## src/rtl/ex_alu_arbiter.sv

```systemverilog
// ex_alu_arbiter: shares one integer ALU among NREQ issue requesters.
// A round-robin arbiter picks one valid requester per cycle. The ALU computes
// its op combinationally, and the result, tag and source index are registered
// into a single output slot. The slot is offered to the CDB over valid/ready.
// Optional build macro: ALU_ARB_PERF_EN adds the perf_issued and perf_stall
// saturating event counters.
module ex_alu_arbiter #(
    parameter int NREQ   = 4,
    parameter int DATA_W = 32,
    parameter int OP_W   = 5,
    parameter int TAG_W  = 4
) (
    input  logic                      clk,
    input  logic                      rst,
    input  logic                      flush,
    input  logic [NREQ-1:0]           req_valid,
    input  logic [NREQ*OP_W-1:0]      req_op,
    input  logic [NREQ*DATA_W-1:0]    req_src1,
    input  logic [NREQ*DATA_W-1:0]    req_src2,
    input  logic [NREQ*TAG_W-1:0]     req_tag,
    output logic [NREQ-1:0]           req_ready,
    output logic                      out_valid,
    input  logic                      out_ready,
    output logic [DATA_W-1:0]         out_result,
    output logic [TAG_W-1:0]          out_tag,
    output logic [$clog2(NREQ)-1:0]   out_src
`ifdef ALU_ARB_PERF_EN
    ,
    output logic [31:0]               perf_issued,
    output logic [31:0]               perf_stall
`endif
);

    localparam int SRC_W = $clog2(NREQ);

    localparam logic [OP_W-1:0] ALU_ADD  = OP_W'(0);
    localparam logic [OP_W-1:0] ALU_ADDU = OP_W'(1);
    localparam logic [OP_W-1:0] ALU_SUB  = OP_W'(2);
    localparam logic [OP_W-1:0] ALU_SUBU = OP_W'(3);
    localparam logic [OP_W-1:0] ALU_AND  = OP_W'(4);
    localparam logic [OP_W-1:0] ALU_OR   = OP_W'(5);
    localparam logic [OP_W-1:0] ALU_NOR  = OP_W'(6);
    localparam logic [OP_W-1:0] ALU_XOR  = OP_W'(7);
    localparam logic [OP_W-1:0] ALU_SLL  = OP_W'(8);
    localparam logic [OP_W-1:0] ALU_SRL  = OP_W'(9);
    localparam logic [OP_W-1:0] ALU_SRA  = OP_W'(10);
    localparam logic [OP_W-1:0] ALU_ROR  = OP_W'(11);
    localparam logic [OP_W-1:0] ALU_SEQ  = OP_W'(12);
    localparam logic [OP_W-1:0] ALU_SLT  = OP_W'(13);
    localparam logic [OP_W-1:0] ALU_SLTU = OP_W'(14);

    logic [SRC_W-1:0]  rrPtr_q;
    logic              outValid_q;
    logic [DATA_W-1:0] outResult_q;
    logic [TAG_W-1:0]  outTag_q;
    logic [SRC_W-1:0]  outSrc_q;

    logic              accept;
    logic              anyValid;
    logic              grantEn;
    logic [SRC_W-1:0]  grantIdx;
    logic [SRC_W:0]    candSum;
    logic [SRC_W-1:0]  cand;
    logic [SRC_W-1:0]  rrPtr_d;

    logic [OP_W-1:0]   gOp;
    logic [DATA_W-1:0] gSrc1;
    logic [DATA_W-1:0] gSrc2;
    logic [TAG_W-1:0]  gTag;
    logic [4:0]        sh;
    logic [DATA_W-1:0] aluResult;

    assign accept = !outValid_q || out_ready;

    // Cyclic search from rrPtr_q; walking the offsets from last to first lets the earliest valid one win.
    always_comb begin
        anyValid = 1'b0;
        grantIdx = '0;
        candSum  = '0;
        cand     = '0;
        for (int k = NREQ - 1; k >= 0; k--) begin
            candSum = {1'b0, rrPtr_q} + (SRC_W + 1)'(k);
            if (candSum >= (SRC_W + 1)'(NREQ)) begin
                candSum = candSum - (SRC_W + 1)'(NREQ);
            end
            cand = candSum[SRC_W-1:0];
            if (req_valid[cand]) begin
                anyValid = 1'b1;
                grantIdx = cand;
            end
        end
    end

    assign grantEn = anyValid && accept && !flush && !rst;
    assign rrPtr_d = (grantIdx == SRC_W'(NREQ - 1)) ? '0 : grantIdx + 1'b1;

    // One-hot grant, suppressed whenever the slot cannot take a new result.
    always_comb begin
        req_ready = '0;
        if (grantEn) begin
            req_ready[grantIdx] = 1'b1;
        end
    end

    assign gOp   = req_op[grantIdx*OP_W +: OP_W];
    assign gSrc1 = req_src1[grantIdx*DATA_W +: DATA_W];
    assign gSrc2 = req_src2[grantIdx*DATA_W +: DATA_W];
    assign gTag  = req_tag[grantIdx*TAG_W +: TAG_W];
    assign sh    = gSrc1[4:0];

    // Integer ALU on the granted operands; unknown op codes produce zero.
    always_comb begin
        aluResult = '0;
        case (gOp)
            ALU_ADD, ALU_ADDU: aluResult = gSrc1 + gSrc2;
            ALU_SUB, ALU_SUBU: aluResult = gSrc1 - gSrc2;
            ALU_AND:  aluResult = gSrc1 & gSrc2;
            ALU_OR:   aluResult = gSrc1 | gSrc2;
            ALU_NOR:  aluResult = ~(gSrc1 | gSrc2);
            ALU_XOR:  aluResult = gSrc1 ^ gSrc2;
            ALU_SLL:  aluResult = gSrc2 << sh;
            ALU_SRL:  aluResult = gSrc2 >> sh;
            ALU_SRA:  aluResult = $signed(gSrc2) >>> sh;
            ALU_ROR:  aluResult = (sh == 5'd0) ? gSrc2
                                  : ((gSrc2 >> sh) | (gSrc2 << (DATA_W - int'(sh))));
            ALU_SEQ:  aluResult = DATA_W'(gSrc1 == gSrc2);
            ALU_SLT:  aluResult = DATA_W'($signed(gSrc1) < $signed(gSrc2));
            ALU_SLTU: aluResult = DATA_W'(gSrc1 < gSrc2);
            default:  aluResult = '0;
        endcase
    end

    // Output slot and round-robin pointer: flush drops the slot, a grant reloads it, a handshake drains it.
    always_ff @(posedge clk) begin
        if (rst) begin
            outValid_q  <= 1'b0;
            outResult_q <= '0;
            outTag_q    <= '0;
            outSrc_q    <= '0;
            rrPtr_q     <= '0;
        end else if (flush) begin
            outValid_q  <= 1'b0;
        end else if (grantEn) begin
            outValid_q  <= 1'b1;
            outResult_q <= aluResult;
            outTag_q    <= gTag;
            outSrc_q    <= grantIdx;
            rrPtr_q     <= rrPtr_d;
        end else if (outValid_q && out_ready) begin
            outValid_q  <= 1'b0;
        end
    end

    assign out_valid  = outValid_q;
    assign out_result = outResult_q;
    assign out_tag    = outTag_q;
    assign out_src    = outSrc_q;

`ifdef ALU_ARB_PERF_EN
    logic [31:0] perfIssued_q;
    logic [31:0] perfStall_q;

    // Saturating counts of grants and CDB back-pressure cycles; flush leaves them alone.
    always_ff @(posedge clk) begin
        if (rst) begin
            perfIssued_q <= '0;
            perfStall_q  <= '0;
        end else begin
            if (grantEn && perfIssued_q != 32'hFFFF_FFFF) begin
                perfIssued_q <= perfIssued_q + 32'd1;
            end
            if (outValid_q && !out_ready && perfStall_q != 32'hFFFF_FFFF) begin
                perfStall_q <= perfStall_q + 32'd1;
            end
        end
    end

    assign perf_issued = perfIssued_q;
    assign perf_stall  = perfStall_q;
`else
    // Without the perf build there are no counters and no extra ports.
`endif

endmodule
```

## config.mk

```make
export PLATFORM = sky130hd
export DESIGN_NAME = ex_alu_arbiter
export DESIGN_NICKNAME = d
export VERILOG_FILES = /design/src/rtl/ex_alu_arbiter.sv
export SDC_FILE = /design/constraint.sdc
export NUM_CORES = 1
export LEC_CHECK = 0
export BUFFER_PORTS_ARGS = -buffer_cell sky130_fd_sc_hd__buf_2
export CELL_PAD_IN_SITES_DETAIL_PLACEMENT = 0
export CELL_PAD_IN_SITES_GLOBAL_PLACEMENT = 2
export CORE_MARGIN = 2
export CORE_UTILIZATION = 34
export CTS_CLUSTER_DIAMETER = 80
export DETAILED_ROUTE_END_ITERATION = 6
export PLACE_DENSITY = 0.88
export SETUP_SLACK_MARGIN = 0.15
export SKIP_LAST_GASP = 1
export SYNTH_ARGS = -nofsm -noshare
export SYNTH_HDL_FRONTEND = slang
export SYNTH_SLANG_ARGS = --single-unit
```

## constraint.sdc

```tcl
create_clock -name clk -period 14.14 [get_ports clk]
set_input_delay 2.828 -clock clk [delete_from_list [all_inputs] [get_ports clk]]
set_output_delay 2.828 -clock clk [all_outputs]
set_load 0.005 [all_outputs]
```

Word level (Yosys, flattened, before mapping). Index checks and enable logic that the tools add are counted.

Bits in registers: 41. Latch bits: 0. RAM bits: 0. Bits in read-only memories: 0. Input bits: 300. Output and inout port bits: 43. Logic and storage cells: 103. Memories: 0.

Add/sub/neg operators: 11. Multiply operators: 1. Div/mod/pow operators: 0. Order comparisons: 12. Equal/unequal tests: 16. Shift operators: 8. Multiplexer cells: 28. Bitwise gates (word level): 6. Reductions and logical operators: 16.

Operators with widths (number): one-hot mux 32 bit (13 select lines) (1); variable part select 128 x 8 -> 32 bit (2); < comparator 32 bit (2); OR 32 bit (2); == test 5 x 4 -> 1 bit (second input constant) (7); adder 32 bit (1); AND 32 bit (1); == test 32 bit (1); two-way mux 32 bit (1); NOT 32 bit (1); left shift 32 x 32 -> 32 bit (1); left shift 32 x 5 -> 32 bit (1); right shift 32 x 5 -> 32 bit (1); >>> shifter 32 x 5 -> 32 bit (1); subtractor 32 bit (1); XOR 32 bit (1); == test 5 x 3 -> 1 bit (second input constant) (4); variable part select 20 x 6 -> 5 bit (1); two-way mux 2 bit (9); variable part select 16 x 5 -> 4 bit (1); < comparator 2 x 3 -> 1 bit (second input constant) (5); two-way mux 1 bit (11); == test 5 x 2 -> 1 bit (second input constant) (2); logical NOT 5 bit (2); 21 further kinds (38).

Logic depth before layout (Yosys ltp).
Depth after elaboration: 15. Mapped depth: 25. Gate-level depth less buffers: 21.

Least setup slack after synthesis. No wires, ideal clock.

Path kind: in2reg. From: input req_valid[2]. To: register outResult_q[0] (netlist: out_result[0]). Library setup time: 0.125 ns. Arrival time: 7.853 ns. Data required time: 14.015 ns. Path slack: 6.162 ns. Cell stages on the path: 25. Path buffers: 6. Path through: nor2b_2 a221o_1 buf_6 buf_6 nand3_1 and3_4 nor2_4 inv_2 buf_2 buf_2 buf_2 buf_2 ha_1 fa_1 nor3_1 a211o_1 a211o_1 a211oi_1 nor2b_1 a211o_1 a221o_1 a221o_1 xnor2_1 nor3_1 o41a_1.

Word-level cells in the longest chain between the ends: 12. Elaborated cells on any way between the ends: 59. Classes of those cells: add/sub: 3; mul: 1; order compare: 2; eq/ne: 15; shift: 7; mux: 18; bitwise: 5; reduce/logical: 8.

RTL lines: from (decl) (line 16) `input logic [NREQ-1:0] req_valid,`; binary-select mux 1 bit (select 2 bit) (line 87) `if (req_valid[cand]) begin`; two-way mux 1 bit (not written as such) (line 87); two-way mux 2 bit (4 in a row) (line 87); variable part select 128 x 8 -> 32 bit (line 106) `assign gSrc1 = req_src1[grantIdx*DATA_W +: DATA_W];`; subtractor 6 x 5 -> 7 bit (line 125) `: ((gSrc2 >> sh) | (gSrc2 << (DATA_W - int'(sh))));`; left shift 32 x 32 -> 32 bit (line 125); OR 32 bit (line 125); two-way mux 32 bit (line 124) `ALU_ROR: aluResult = (sh == 5'd0) ? gSrc2`; one-hot mux 32 bit (13 select lines) (line 114) `case (gOp)`; to (signal assigned) (line 145) `outResult_q <= aluResult;`; to (decl) (line 54) `logic [DATA_W-1:0] outResult_q;`.

Parallel ways exist; a longest one is shown, timed or not. The select of a mux whose other input is x is not followed. A chain may end at the register's enable or synchronous reset.

Worst setup path after layout.
From: input req_valid[2]. To: register outResult_q[27] (netlist: out_result[27]).

Same word-level chain as after synthesis.

==> metrics.md <==
| Metric | Value |
|---|---|
| Number of fillers in the final layout | `roughly 5300` |
| Sum of negative setup slack | `0 ps` |
| Drt via density | `6.77` |
| Maximum fanout along the worst path | `57` |
| Clock Sinks | `around 40` |
| List of most frequent post-synthesis cells | `nand2_1, mux2i_1, nor2_1, o21ai_0, a21oi_1` |
| Sequential-to-total area share from yosys stat | `0.0488` |
| Count of hold-fix buffers inserted at cts | `0` |
| Chip height | `between 200 and 250 um` |
| Number of buffers inserted to repair setup after CTS | `0` |
| Status | `finished, final reports clean` |
| Pins over their slew limit | `0` |
| Arrival time at the worst endpoint | `approximately 9900 ps` |
| Slew @ Worst Pin | `about 1200 ps` |
| H-Tree Level Count | `2` |
| Fraction of final layout cells sized beyond drive strength 1 | `0.215` |
| Master cell of the clock root buffer | `clkbuf_16` |
| Number of nets at the end of the flow | `3069` |
| Startpoint type of the worst setup path | `primary input` |
| Number of library cell types mapped by synthesis | `just under 100` |
| Max Clk Rate | `104 MHz` |
| Detailed-placement wirelength estimate | `about 85 mm` |
| Ys flop type | `dfxtp_1` |
| Mapped Nets | `between 2000 and 3000` |
| TritonCTS clock tree | `yes` |
| Clock power frac | `0.048` |
| Number of vias in the routed layout | `roughly 22000` |
| Max-capacitance violation count | `0` |
| Setup repair after global routing missed its margin | `false` |
| Router iterations before antenna repair | `5` |
| Average wire per cell in the routed design | `around 33 um` |
| Antenna violations before repair | `3` |
| FF+latch count, synth | `41` |
| Yosys top cell area share | `0.129` |
| Number of global-route vias before repair | `~21000` |
| Total wire length after detailed routing | `about 110 mm` |
| Post_cts resized | `0` |
| Async S/R FF share, synth | `0` |
| R2r setup slk | `between 6000 and 7000 ps` |
| Cell-internal power | `1.09 mW` |
| Worst setup timing slack at the placement stage | `roughly 4300 ps` |
| Global route overflow | `0` |
| DP Cell Count | `3311` |
| Worst-Skew Late Latency | `approximately 320 ps` |
| Hold Slack | `between 400 and 500 ps` |
| Total routing resource utilization after global routing | `0.413` |
| Die Area | `slightly above 0.05 sq mm` |
| Synth area leader | `mux2i_1` |
| Detailed router's first-iteration violation count | `2960` |
| Period utilisation layout | `0.681` |
| Mean post-synth cell area | `~6.9 sq um` |
| Synthesis-to-finish area growth | `14.2%` |
| Maximum clock skew at final layout | `approximately 17 ps` |
| DR DRC count | `0` |
| Static leakage power | `approximately 8.3 nW` |
| Worst rel slew slack | `0.165` |
| Switching Fraction | `0.651` |
| Register share of total power | `0.042` |
| Area of the mapped netlist | `approximately 0.017 sq mm` |
| Worst setup EP type | `register` |
| Post-layout min period | `roughly 9600 ps` |
| Post-route insts no fill | `approximately 3300` |
| Data required time at the worst endpoint | `14390 ps` |
| Count of buffers inserted at the top-level ports | `342` |
| CTS max path bufs | `2` |
| Global-route wire length before repair | `153 mm` |
| Number of enable flip-flop cells after synthesis | `0` |
| Width of the die | `between 200 and 250 um` |
| Core box area | `0.0488 sq mm` |
| Most used standard cell by instance count after synthesis | `nand2_1` |
| Share of power burned in combinational logic | `0.910` |
| Final Hold Violating Endpoints | `0` |
| Critical Setup Path Class | `primary input to register` |
| Row count | `81` |
| Worst setup slack after layout | `around 4500 ps` |
| Clock input transition at the sequential cells of the worst setup and hold paths | `roughly 80 ps` |
| Switching Power | `~2 mW` |
| Hold WC Path Type | `register to register` |
| Largest net degree at the start of global routing | `66` |
| Yosys synthesis warning count | `0` |
| Final ANT Viol Nets | `0` |
| Count of mapped cells out of synthesis | `between 2000 and 2500` |
| Power density over the cells | `around 160 mW/mm^2` |
| Placer congestion estimate | `1.09` |
| Count of boundary I/O pins | `between 300 and 400` |
| Top post-synthesis cells by area | `mux2i_1, ha_1, nand2_1` |
| Maximum vdd drop | `approximately 0.08 mV` |
| Initial cell density of the core | `0.344` |
| Number of buffers inserted during clock tree synthesis | `5` |
| Count of endpoints failing setup in the final report | `0` |
[stage by stage]
step | total power [mW] | util | area [sq um]
floorplan | 1.83 | - | 16800
global placement | 2.85 | 0.390 | 19000
detailed placement | 2.83 | 0.390 | 19000
CTS | 2.99 | 0.393 | 19200
global route | 3.22 | 0.393 | 19200
finish | 3.13 | 0.393 | 19200
[layout make-up]
cell class                      instances  area, sq um  area share
Timing Repair Buffer                  422         2310       0.120
Tap cell                              664          831      0.0433
Inverter                              107          409      0.0213
Clock buffer                            6          129     0.00671
Sequential cell                        41          821      0.0427
Multi-Input combinational cell       2077        14700       0.763
Antenna cell                            1         2.50    0.000130
Clock inverter                          2         38.8     0.00202
[power by group through the flow]
stage               clock network [mW]  registers [mW]  logic [mW]
detailed placement                   0           0.134        2.70
floorplan                            0           0.131        1.69
global placement                     0           0.133        2.71
global route                     0.153           0.132        2.94
finish                           0.152           0.131        2.85
CTS                              0.151           0.131        2.71
[metal layers]
| layer | vias to the layer above | share of wire | track usage |
|---|---|---|---|
| met5 | - | 0.00014 | 0 |
| met3 | 368 | 0.11 | 0.0946 |
| met4 | 2 | 0.072 | 0.248 |
| li1 | 9702 | - | - |
| met2 | 1597 | 0.41 | 0.620 |
| met1 | 10800 | 0.40 | 0.537 |
[cell usage in the layout, fill, tap and decap left out, drive strengths merged, types with 15 or more instances in the layout]
| cell type | instances |
|---|---|
| buf | 422 |
| nand2 | 253 |
| mux2i | 218 |
| o21ai | 193 |
| nor2 | 191 |
| a21oi | 162 |
| nand3 | 138 |
| ha | 113 |
| inv | 103 |
| o211ai | 64 |
| a211oi | 60 |
| nor3 | 51 |
| and3 | 46 |
| dfxtp | 41 |
| o22ai | 39 |
| mux4 | 35 |
| mux2 | 33 |
| a31oi | 30 |
| a221oi | 26 |
| nand4 | 25 |
| a22oi | 22 |
| a21o | 22 |
| xnor2 | 22 |
| a31o | 22 |
| a211o | 21 |
| a221o | 18 |
| nand2b | 17 |
| o21bai | 17 |
| nor4 | 17 |
| o221ai | 15 |
| o2111ai | 15 |
[cell families (layout without fill, tap and decap cells)]
| family | after synthesis | count (layout) | synth area share |
|---|---|---|---|
| compound gates | 844 | 844 | 0.340 |
| simple gates | 806 | 806 | 0.227 |
| buf+inv | 328 | 537 | 0.0852 |
| mux | 286 | 286 | 0.199 |
| fa+ha+maj | 115 | 115 | 0.0865 |
| flops | 41 | 41 | 0.0488 |
| xor+xnor | 26 | 26 | 0.0135 |
| other cells | 0 | 1 | 0 |
[worst paths after layout]
check | start | to | cells past startpoint
hold / removal | out_result[7] | out_result[7] | 1
hold reg to reg | out_result[7] | out_result[7] | 1
setup reg to reg | rrPtr_q[1] | out_result[27] | 22
setup / recovery | req_valid[2] | out_result[27] | 23
[registers in the layout (all words and copies together), names as in the netlist]
name / count
out_result: 32
out_tag: 4
out_src: 2
rrPtr_q: 2
out_valid: 1
[critical path: stages]
cell and delay, ps:
buf_2 150, nor2b_2 240, and2b_1 190, nor2_4 50, buf_4 300, inv_2 630, nand3_1 290, nand2_2 110
buf_4 650, inv_2 30, buf_4 390, ha_1 540, nand2b_1 110, o311ai_0 230, a211oi_1 580, o21ai_0 440
o41a_1 470, o21ai_0 640, o21bai_1 230, a22oi_1 260, xnor2_1 200, nand2_1 90, a41oi_1 150
No activity file was read; power rests on OpenSTA's default activity.
